===== config.mk =====
export PLATFORM = sky130hd
export DESIGN_NAME = task_dispatcher
export DESIGN_NICKNAME = d
export VERILOG_FILES = /design/src/rtl/task_dispatcher.sv
export SDC_FILE = /design/constraint.sdc
export NUM_CORES = 1
export LEC_CHECK = 0
export CORE_MARGIN = 2
export CORE_UTILIZATION = 50
export CTS_CLUSTER_SIZE = 20
export DETAILED_ROUTE_END_ITERATION = 8
export PLACE_DENSITY = 0.86
export RECOVER_POWER = 50
export SLEW_MARGIN = 10
export SYNTH_ARGS = -nofsm -noshare
export SYNTH_HDL_FRONTEND = slang
export SYNTH_SLANG_ARGS = --single-unit

===== constraint.sdc =====
create_clock -name CLK -period 4.1 [get_ports CLK]
set_clock_uncertainty 0.2 [all_clocks]
set_input_delay 0.615 -clock CLK [delete_from_list [all_inputs] [get_ports CLK]]
set_output_delay 0.615 -clock CLK [all_outputs]
set_load 0.03 [all_outputs]

===== src/rtl/task_dispatcher.sv =====
// Per-node op-bus source: picks the highest-priority ready task or a host command
// and drives the op word for a fixed hold window followed by a zero gap.
module task_dispatcher #(
  parameter int unsigned NUM_TASKS   = 4,
  parameter int unsigned HOLD_CYCLES = 4,
  parameter int unsigned GAP_CYCLES  = 2
) (
  input  logic                   CLK,
  input  logic                   RST_N,
  input  logic [8*NUM_TASKS-1:0] adv,
  input  logic                   exec_en,
  input  logic                   cmd_valid,
  output logic                   cmd_ready,
  input  logic [3:0]             cmd_task,
  input  logic [3:0]             cmd_op,
  input  logic [3:0]             cmd_arg,
  output logic [15:0]            op_word,
  output logic                   busy,
  output logic                   issue_pulse,
  output logic [3:0]             issued_task,
  output logic [15:0]            exec_count
);

  localparam logic [1:0] StIdle = 2'd0;
  localparam logic [1:0] StHold = 2'd1;
  localparam logic [1:0] StGap  = 2'd2;

  localparam int unsigned CntMax = (HOLD_CYCLES > GAP_CYCLES) ? HOLD_CYCLES : GAP_CYCLES;
  localparam int unsigned CntW   = $clog2(CntMax + 1);

  localparam logic [CntW-1:0] HoldLast = CntW'(HOLD_CYCLES - 1);
  localparam logic [CntW-1:0] GapLast  = CntW'(GAP_CYCLES - 1);
  localparam logic [CntW-1:0] CntOne   = CntW'(1);

  localparam logic [3:0] OpExecute = 4'b0111;

  logic [1:0]      state_q, state_d;
  logic [CntW-1:0] cnt_q, cnt_d;
  logic [15:0]     op_word_q, op_word_d;
  logic            busy_q, busy_d;
  logic            ready_q, ready_d;
  logic            issue_q, issue_d;
  logic [3:0]      issued_task_q, issued_task_d;
  logic [15:0]     exec_count_q;
  logic            exec_inc;

  logic       win_found;
  logic [3:0] win_prio;
  logic [3:0] win_id;

  // Strictly-greater compare keeps the lowest slot index on priority ties.
  always_comb begin
    win_found = 1'b0;
    win_prio  = 4'h0;
    win_id    = 4'h0;
    for (int i = 0; i < int'(NUM_TASKS); i++) begin
      if (adv[8*i +: 8] != 8'h00 && (!win_found || adv[8*i+4 +: 4] > win_prio)) begin
        win_found = 1'b1;
        win_prio  = adv[8*i+4 +: 4];
        win_id    = adv[8*i +: 4];
      end
    end
  end

  always_comb begin
    state_d       = state_q;
    cnt_d         = cnt_q;
    op_word_d     = op_word_q;
    busy_d        = busy_q;
    ready_d       = ready_q;
    issue_d       = 1'b0;
    issued_task_d = issued_task_q;
    exec_inc      = 1'b0;
    unique case (state_q)
      StIdle: begin
        if (cmd_valid) begin
          op_word_d     = {4'h0, cmd_task, cmd_op, cmd_arg};
          issued_task_d = cmd_task;
          state_d       = StHold;
          cnt_d         = '0;
          busy_d        = 1'b1;
          ready_d       = 1'b0;
          issue_d       = 1'b1;
        end else if (exec_en && win_found) begin
          op_word_d     = {4'h0, win_id, OpExecute, 4'h0};
          issued_task_d = win_id;
          state_d       = StHold;
          cnt_d         = '0;
          busy_d        = 1'b1;
          ready_d       = 1'b0;
          issue_d       = 1'b1;
          exec_inc      = 1'b1;
        end
      end
      StHold: begin
        if (cnt_q == HoldLast) begin
          state_d   = StGap;
          cnt_d     = '0;
          op_word_d = 16'h0000;
        end else begin
          cnt_d = cnt_q + CntOne;
        end
      end
      StGap: begin
        if (cnt_q == GapLast) begin
          state_d = StIdle;
          cnt_d   = '0;
          busy_d  = 1'b0;
          ready_d = 1'b1;
        end else begin
          cnt_d = cnt_q + CntOne;
        end
      end
      default: begin
        state_d   = StIdle;
        cnt_d     = '0;
        op_word_d = 16'h0000;
        busy_d    = 1'b0;
        ready_d   = 1'b1;
      end
    endcase
  end

  always_ff @(posedge CLK or negedge RST_N) begin
    if (!RST_N) begin
      state_q       <= StIdle;
      cnt_q         <= '0;
      op_word_q     <= 16'h0000;
      busy_q        <= 1'b0;
      ready_q       <= 1'b1;
      issue_q       <= 1'b0;
      issued_task_q <= 4'h0;
      exec_count_q  <= 16'h0000;
    end else begin
      state_q       <= state_d;
      cnt_q         <= cnt_d;
      op_word_q     <= op_word_d;
      busy_q        <= busy_d;
      ready_q       <= ready_d;
      issue_q       <= issue_d;
      issued_task_q <= issued_task_d;
      // Wraps naturally from 16'hFFFF to 0.
      if (exec_inc) exec_count_q <= exec_count_q + 16'd1;
    end
  end

  assign op_word     = op_word_q;
  assign busy        = busy_q;
  assign cmd_ready   = ready_q;
  assign issue_pulse = issue_q;
  assign issued_task = issued_task_q;
  assign exec_count  = exec_count_q;

endmodule


==> results_tabular.tex, run 1 <==
\begin{tabular}{lr}
\hline
Metric & Value \\
\hline
\multicolumn{2}{l}{\textbf{Outcome}} \\
\quad Outcome & complete, but fails checks \\
\quad Failing checks & max-capacitance violations, max-slew violations, negative setup slack \\
\multicolumn{2}{l}{\textbf{Routing}} \\
\quad Vias after detailed routing & 2784 \\
\quad Final routed wire length divided by cell count & 16.4 µm \\
\quad Count of nets left with antenna violations after detail routing & 0 \\
\quad Number of detailed-routing iterations run before antenna repair & 5 \\
\quad Drt via density & 5.66 \\
\quad Initial drt markers & $\sim$140 \\
\quad Total wirelength of the detailed-routed design & between 8 and 9 mm \\
\quad Number of design rule violations left after detail routing & 0 \\
\multicolumn{2}{l}{\textbf{Clocking}} \\
\quad Clock tree from TritonCTS & built \\
\quad Clock root buffer & sky130\_fd\_sc\_hd\_\_clkbuf\_8 \\
\quad Hold\_buf cts & 0 \\
\quad Deepest level of the CTS H-tree & 2 \\
\quad Clk sink count & 40 \\
\quad Total clock buffers created by CTS & 5 \\
\quad Clk buf depth & 2 \\
\quad Clock transition at the registers of the reported paths & 0.08 ns \\
\quad Clock insertion delay at the later pin of the skew report & $\sim$0.29 ns \\
\multicolumn{2}{l}{\textbf{Floorplan}} \\
\quad Die area & 0.00599 mm² \\
\quad Number of top-level design ports & 87 \\
\quad Die X-Extent & around 77 µm \\
\quad Initial core utilization & 0.524 \\
\quad Site Rows & 26 \\
\quad Die H & between 70 and 80 µm \\
\quad Core footprint & 0.00514 mm² \\
\multicolumn{2}{l}{\textbf{Setup path}} \\
\quad CP Data Arrival Time & 4.60 ns \\
\quad Worst path cell trace & buf\_8, inv\_6, ha\_4, a2111oi\_4, o21ai\_4, a21oi\_2, a21oi\_2, ha\_1, buf\_6, nand4\_1, o21ai\_1, o21ai\_2, nand2\_4, buf\_4, mux2\_4, ha\_2, and3b\_2, a2111oi\_4, o22ai\_2, and2\_4, buf\_12, o31ai\_4, a221o\_1 \\
\quad Delay of the slowest cell on the worst path & around 0.43 ns \\
\quad CP max stage cell & sky130\_fd\_sc\_hd\_\_a2111oi\_4 \\
\quad Sort of element at the end of the critical path & register \\
\quad Type of origin of the critical path & input port \\
\quad Peak fanout along the critical path & 7 \\
\quad Crit Path Class & input port to register \\
\quad Data required time of the critical path & slightly above 4 ns \\
\multicolumn{2}{l}{\textbf{Synth}} \\
\quad Top-area cell type share of the netlist area & 0.362 \\
\quad FFs w/ async S/R, synth & 1.00 \\
\quad Main area contributors after synthesis & sky130\_fd\_sc\_hd\_\_dfrtp\_1 36\%, sky130\_fd\_sc\_hd\_\_ha\_1 9.8\%, sky130\_fd\_sc\_hd\_\_nand2\_1 5.3\% \\
\quad Most used flip-flop cell after synthesis & sky130\_fd\_sc\_hd\_\_dfrtp\_1 \\
\quad Synth Area per Inst & between 9 and 10 µm² \\
\quad Cell type with the largest total area after synthesis & sky130\_fd\_sc\_hd\_\_dfrtp\_1 \\
\quad Number of flops mapped to enable cells by yosys & 0 \\
\quad Most used standard cells in the synthesized netlist & 39 x sky130\_fd\_sc\_hd\_\_dfrtp\_1, 38 x sky130\_fd\_sc\_hd\_\_nand2\_1, 24 x sky130\_fd\_sc\_hd\_\_o21ai\_0, 21 x sky130\_fd\_sc\_hd\_\_ha\_1, 21 x sky130\_fd\_sc\_hd\_\_inv\_1 \\
\quad Most instantiated library cell after synthesis & sky130\_fd\_sc\_hd\_\_dfrtp\_1 \\
\quad Number of instances in the synthesized netlist & approximately 290 \\
\quad Count of unique library cells instantiated by Yosys & 57 \\
\quad Post-synthesis sequential element count & 40 \\
\quad Cell Area, Synth & 0.00269 mm² \\
\quad Seq/Total Area, Yosys & 0.372 \\
\quad Synthesis warning total & 0 \\
\multicolumn{2}{l}{\textbf{Timing}} \\
\quad Clock period minus final worst setup slack & 4.61 ns \\
\quad Max Transition Viols Final & 41 \\
\quad RSZ-0062 raised after global routing & yes \\
\quad Setup TNS & -3.74 ns \\
\quad Part of the cycle the worst path needs & 1.13 \\
\quad Worst-Margin Slew & $\sim$2.1 ns \\
\quad Setup ws final & -0.514 ns \\
\quad Final count of hold timing violations & 0 \\
\quad Max Clock Freq & between 0.2 and 0.25 GHz \\
\quad Relative slew slack & -0.417 \\
\quad Final setup violation count & 8 \\
\multicolumn{2}{l}{\textbf{Global routing}} \\
\quad All-Layer GR Usage & 0.277 \\
\quad First-pass GRT wire length & around 13 mm \\
\quad Layer with the highest usage after global routing & met2 \\
\quad GRT met1 Usage & 0.338 \\
\quad Largest net degree at the start of global routing & between 40 and 50 \\
\quad Grt met2 use & 0.503 \\
\quad Overall overflow remaining after global route & 0 \\
\quad Via count of the first global-routing pass & approximately 2800 \\
\quad M3 GR Usage & 0.0395 \\
\quad Number of antenna violations at the first check in global routing & 0 \\
\multicolumn{2}{l}{\textbf{Finish}} \\
\quad Final instance area & 0.00427 mm² \\
\quad Fraction of layout instances using a drive strength above 1 & 0.303 \\
\quad Post-layout net count & 490 \\
\quad Total inserted antenna cells & 0 \\
\quad Area delta synth->final & 58.7\% \\
\multicolumn{2}{l}{\textbf{Hold path}} \\
\quad Hold WC Path Type & register to register \\
\multicolumn{2}{l}{\textbf{Placed design}} \\
\quad Estimated wirelength of the detail-placed design & $\sim$5.6 mm \\
\quad Weighted congestion at the end of routability-driven global placement & 0.912 \\
\quad Count of input and output buffers & roughly 80 \\
\quad Cell area reported after detailed placement & 0.00383 mm² \\
\multicolumn{2}{l}{\textbf{Pwr}} \\
\quad Static leakage power & approximately 0.0019 µW \\
\quad Power density over the cells & approximately 530 mW/mm² \\
\quad Worst voltage drop across the vdd grid & between 0.3 and 0.4 mV \\
\multicolumn{2}{l}{\textbf{Job}} \\
\quad Count of max-cap constraint violations & 1 \\
\hline
\end{tabular}
cell type report:
type | instances | area (µm²)
Sequential cell | 40 | 1000
Clock buffer | 7 | 96.3
Fill cell | 326 | 866
Multi-Input combinational cell | 219 | 1750
Clock inverter | 1 | 30.0
Tap cell | 70 | 87.6
Inverter | 21 | 88.8
Timing Repair Buffer | 134 | 1220
worst max-delay path, delay by kind of cell:
kind / cells / cell delay (ns)
adder cells (fa/ha/maj): 3 / 0.70
multiplexers: 1 / 0.29
AND/OR/NAND/NOR: 4 / 0.69
buffers and inverters: 5 / 0.54
AO/OA/AOI/OAI: 10 / 1.77
state kept, by name, indices dropped and copies added (netlist names):
name	cells
cmd_ready	1
busy	1
exec_count	16
issue_pulse	1
issued_task	4
cnt_q	3
state_q	2
op_word	12
layout by cell type, fill, tap and decap left out, drive strengths merged, types with 8 or more instances in the layout:
| cell type | netlist | layout |
|---|---|---|
| inv | 21 | 21 |
| nor2 | 12 | 12 |
| nor4 | 8 | 8 |
| clkbuf | 5 | 8 |
| nand2 | 40 | 40 |
| dfrtp | 39 | 39 |
| dlygate4sd3 | 0 | 13 |
| buf | 6 | 60 |
| nand3 | 20 | 20 |
| a21oi | 19 | 19 |
| clkdlybuf4s50 | 0 | 54 |
| xnor2 | 12 | 12 |
| ha | 21 | 21 |
| o21ai | 31 | 31 |
per-layer routing:
metal,part of all wire,wire length (µm)
met5,0,0
met2,0.52,4170
met3,0.060,483
met4,0.022,178
met1,0.40,3230
timing repair:
action                     in CTS  in global routing
hold endpoints to repair        0                  0
setup buffers                  18                  6
resized for setup              70                 15
pin swaps                      35                 27
setup endpoints to repair       8                  8
kinds of logic after synthesis:
group,after synthesis,share of synthesized area
AOI/OAI and AO/OA,76,0.192
and+or+nand+nor,100,0.222
xor gates and xnor gates,15,0.0488
muxes,3,0.0121
buffers and inverters,32,0.0534
adders and majority gates,21,0.0975
DFF,40,0.372
other,1,0.00139
worst paths after layout:
| check | startpoint | to | slack, ns | cells after the start |
|---|---|---|---|---|
| max | adv[5] | issued_task[3] | -0.51 | 23 |
| min | exec_count[15] | exec_count[15] | 0.27 | 1 |
| max reg2reg | state_q[1] | exec_count[15] | 1.19 | 9 |
| min reg2reg | exec_count[15] | exec_count[15] | 0.27 | 1 |
| max in group asynchronous | RST_N | exec_count[2] | 1.75 | 1 |
| min in group asynchronous | RST_N | busy | 0.73 | 1 |
per-stage QoR:
step / power, µW / instances / setup WS [ns] / util / hold slack [ns]
4_1_cts: 2220 / 487 / -0.522 / 0.815 / 0.273
3_3_place_gp: 1730 / 461 / -0.993 / 0.745 / 0.260
3_5_place_dp: 1770 / 461 / -1.26 / 0.745 / 0.268
5_1_grt: 2390 / 492 / -0.732 / 0.832 / 0.297
2_1_floorplan: 1330 / 291 / -0.296 / - / 0.119
6_report: 2250 / 492 / -0.514 / 0.832 / 0.267
power by group:
| group | internal [µW] | switching, µW | leakage, µW | total, µW |
|---|---|---|---|---|
| Clock | 215 | 138 | 0.0000645 | 353 |
| Combinational | 561 | 725 | 0.00131 | 1290 |
| Sequential | 521 | 93.8 | 0.000517 | 614 |
Note: power is estimated with default switching activity, not from simulation.
==> run 2, diff against run 1 <==
--- a/config.mk
+++ b/config.mk
@@ -7,7 +7,7 @@
 export LEC_CHECK = 0
 export CORE_MARGIN = 2
 export CORE_UTILIZATION = 50
-export CTS_CLUSTER_SIZE = 20
+export CTS_CLUSTER_SIZE = 16
 export DETAILED_ROUTE_END_ITERATION = 8
 export PLACE_DENSITY = 0.86
 export RECOVER_POWER = 50
==> results of run 2 <==
The final DEF is identical to that of run 1; final timing and power are the same.
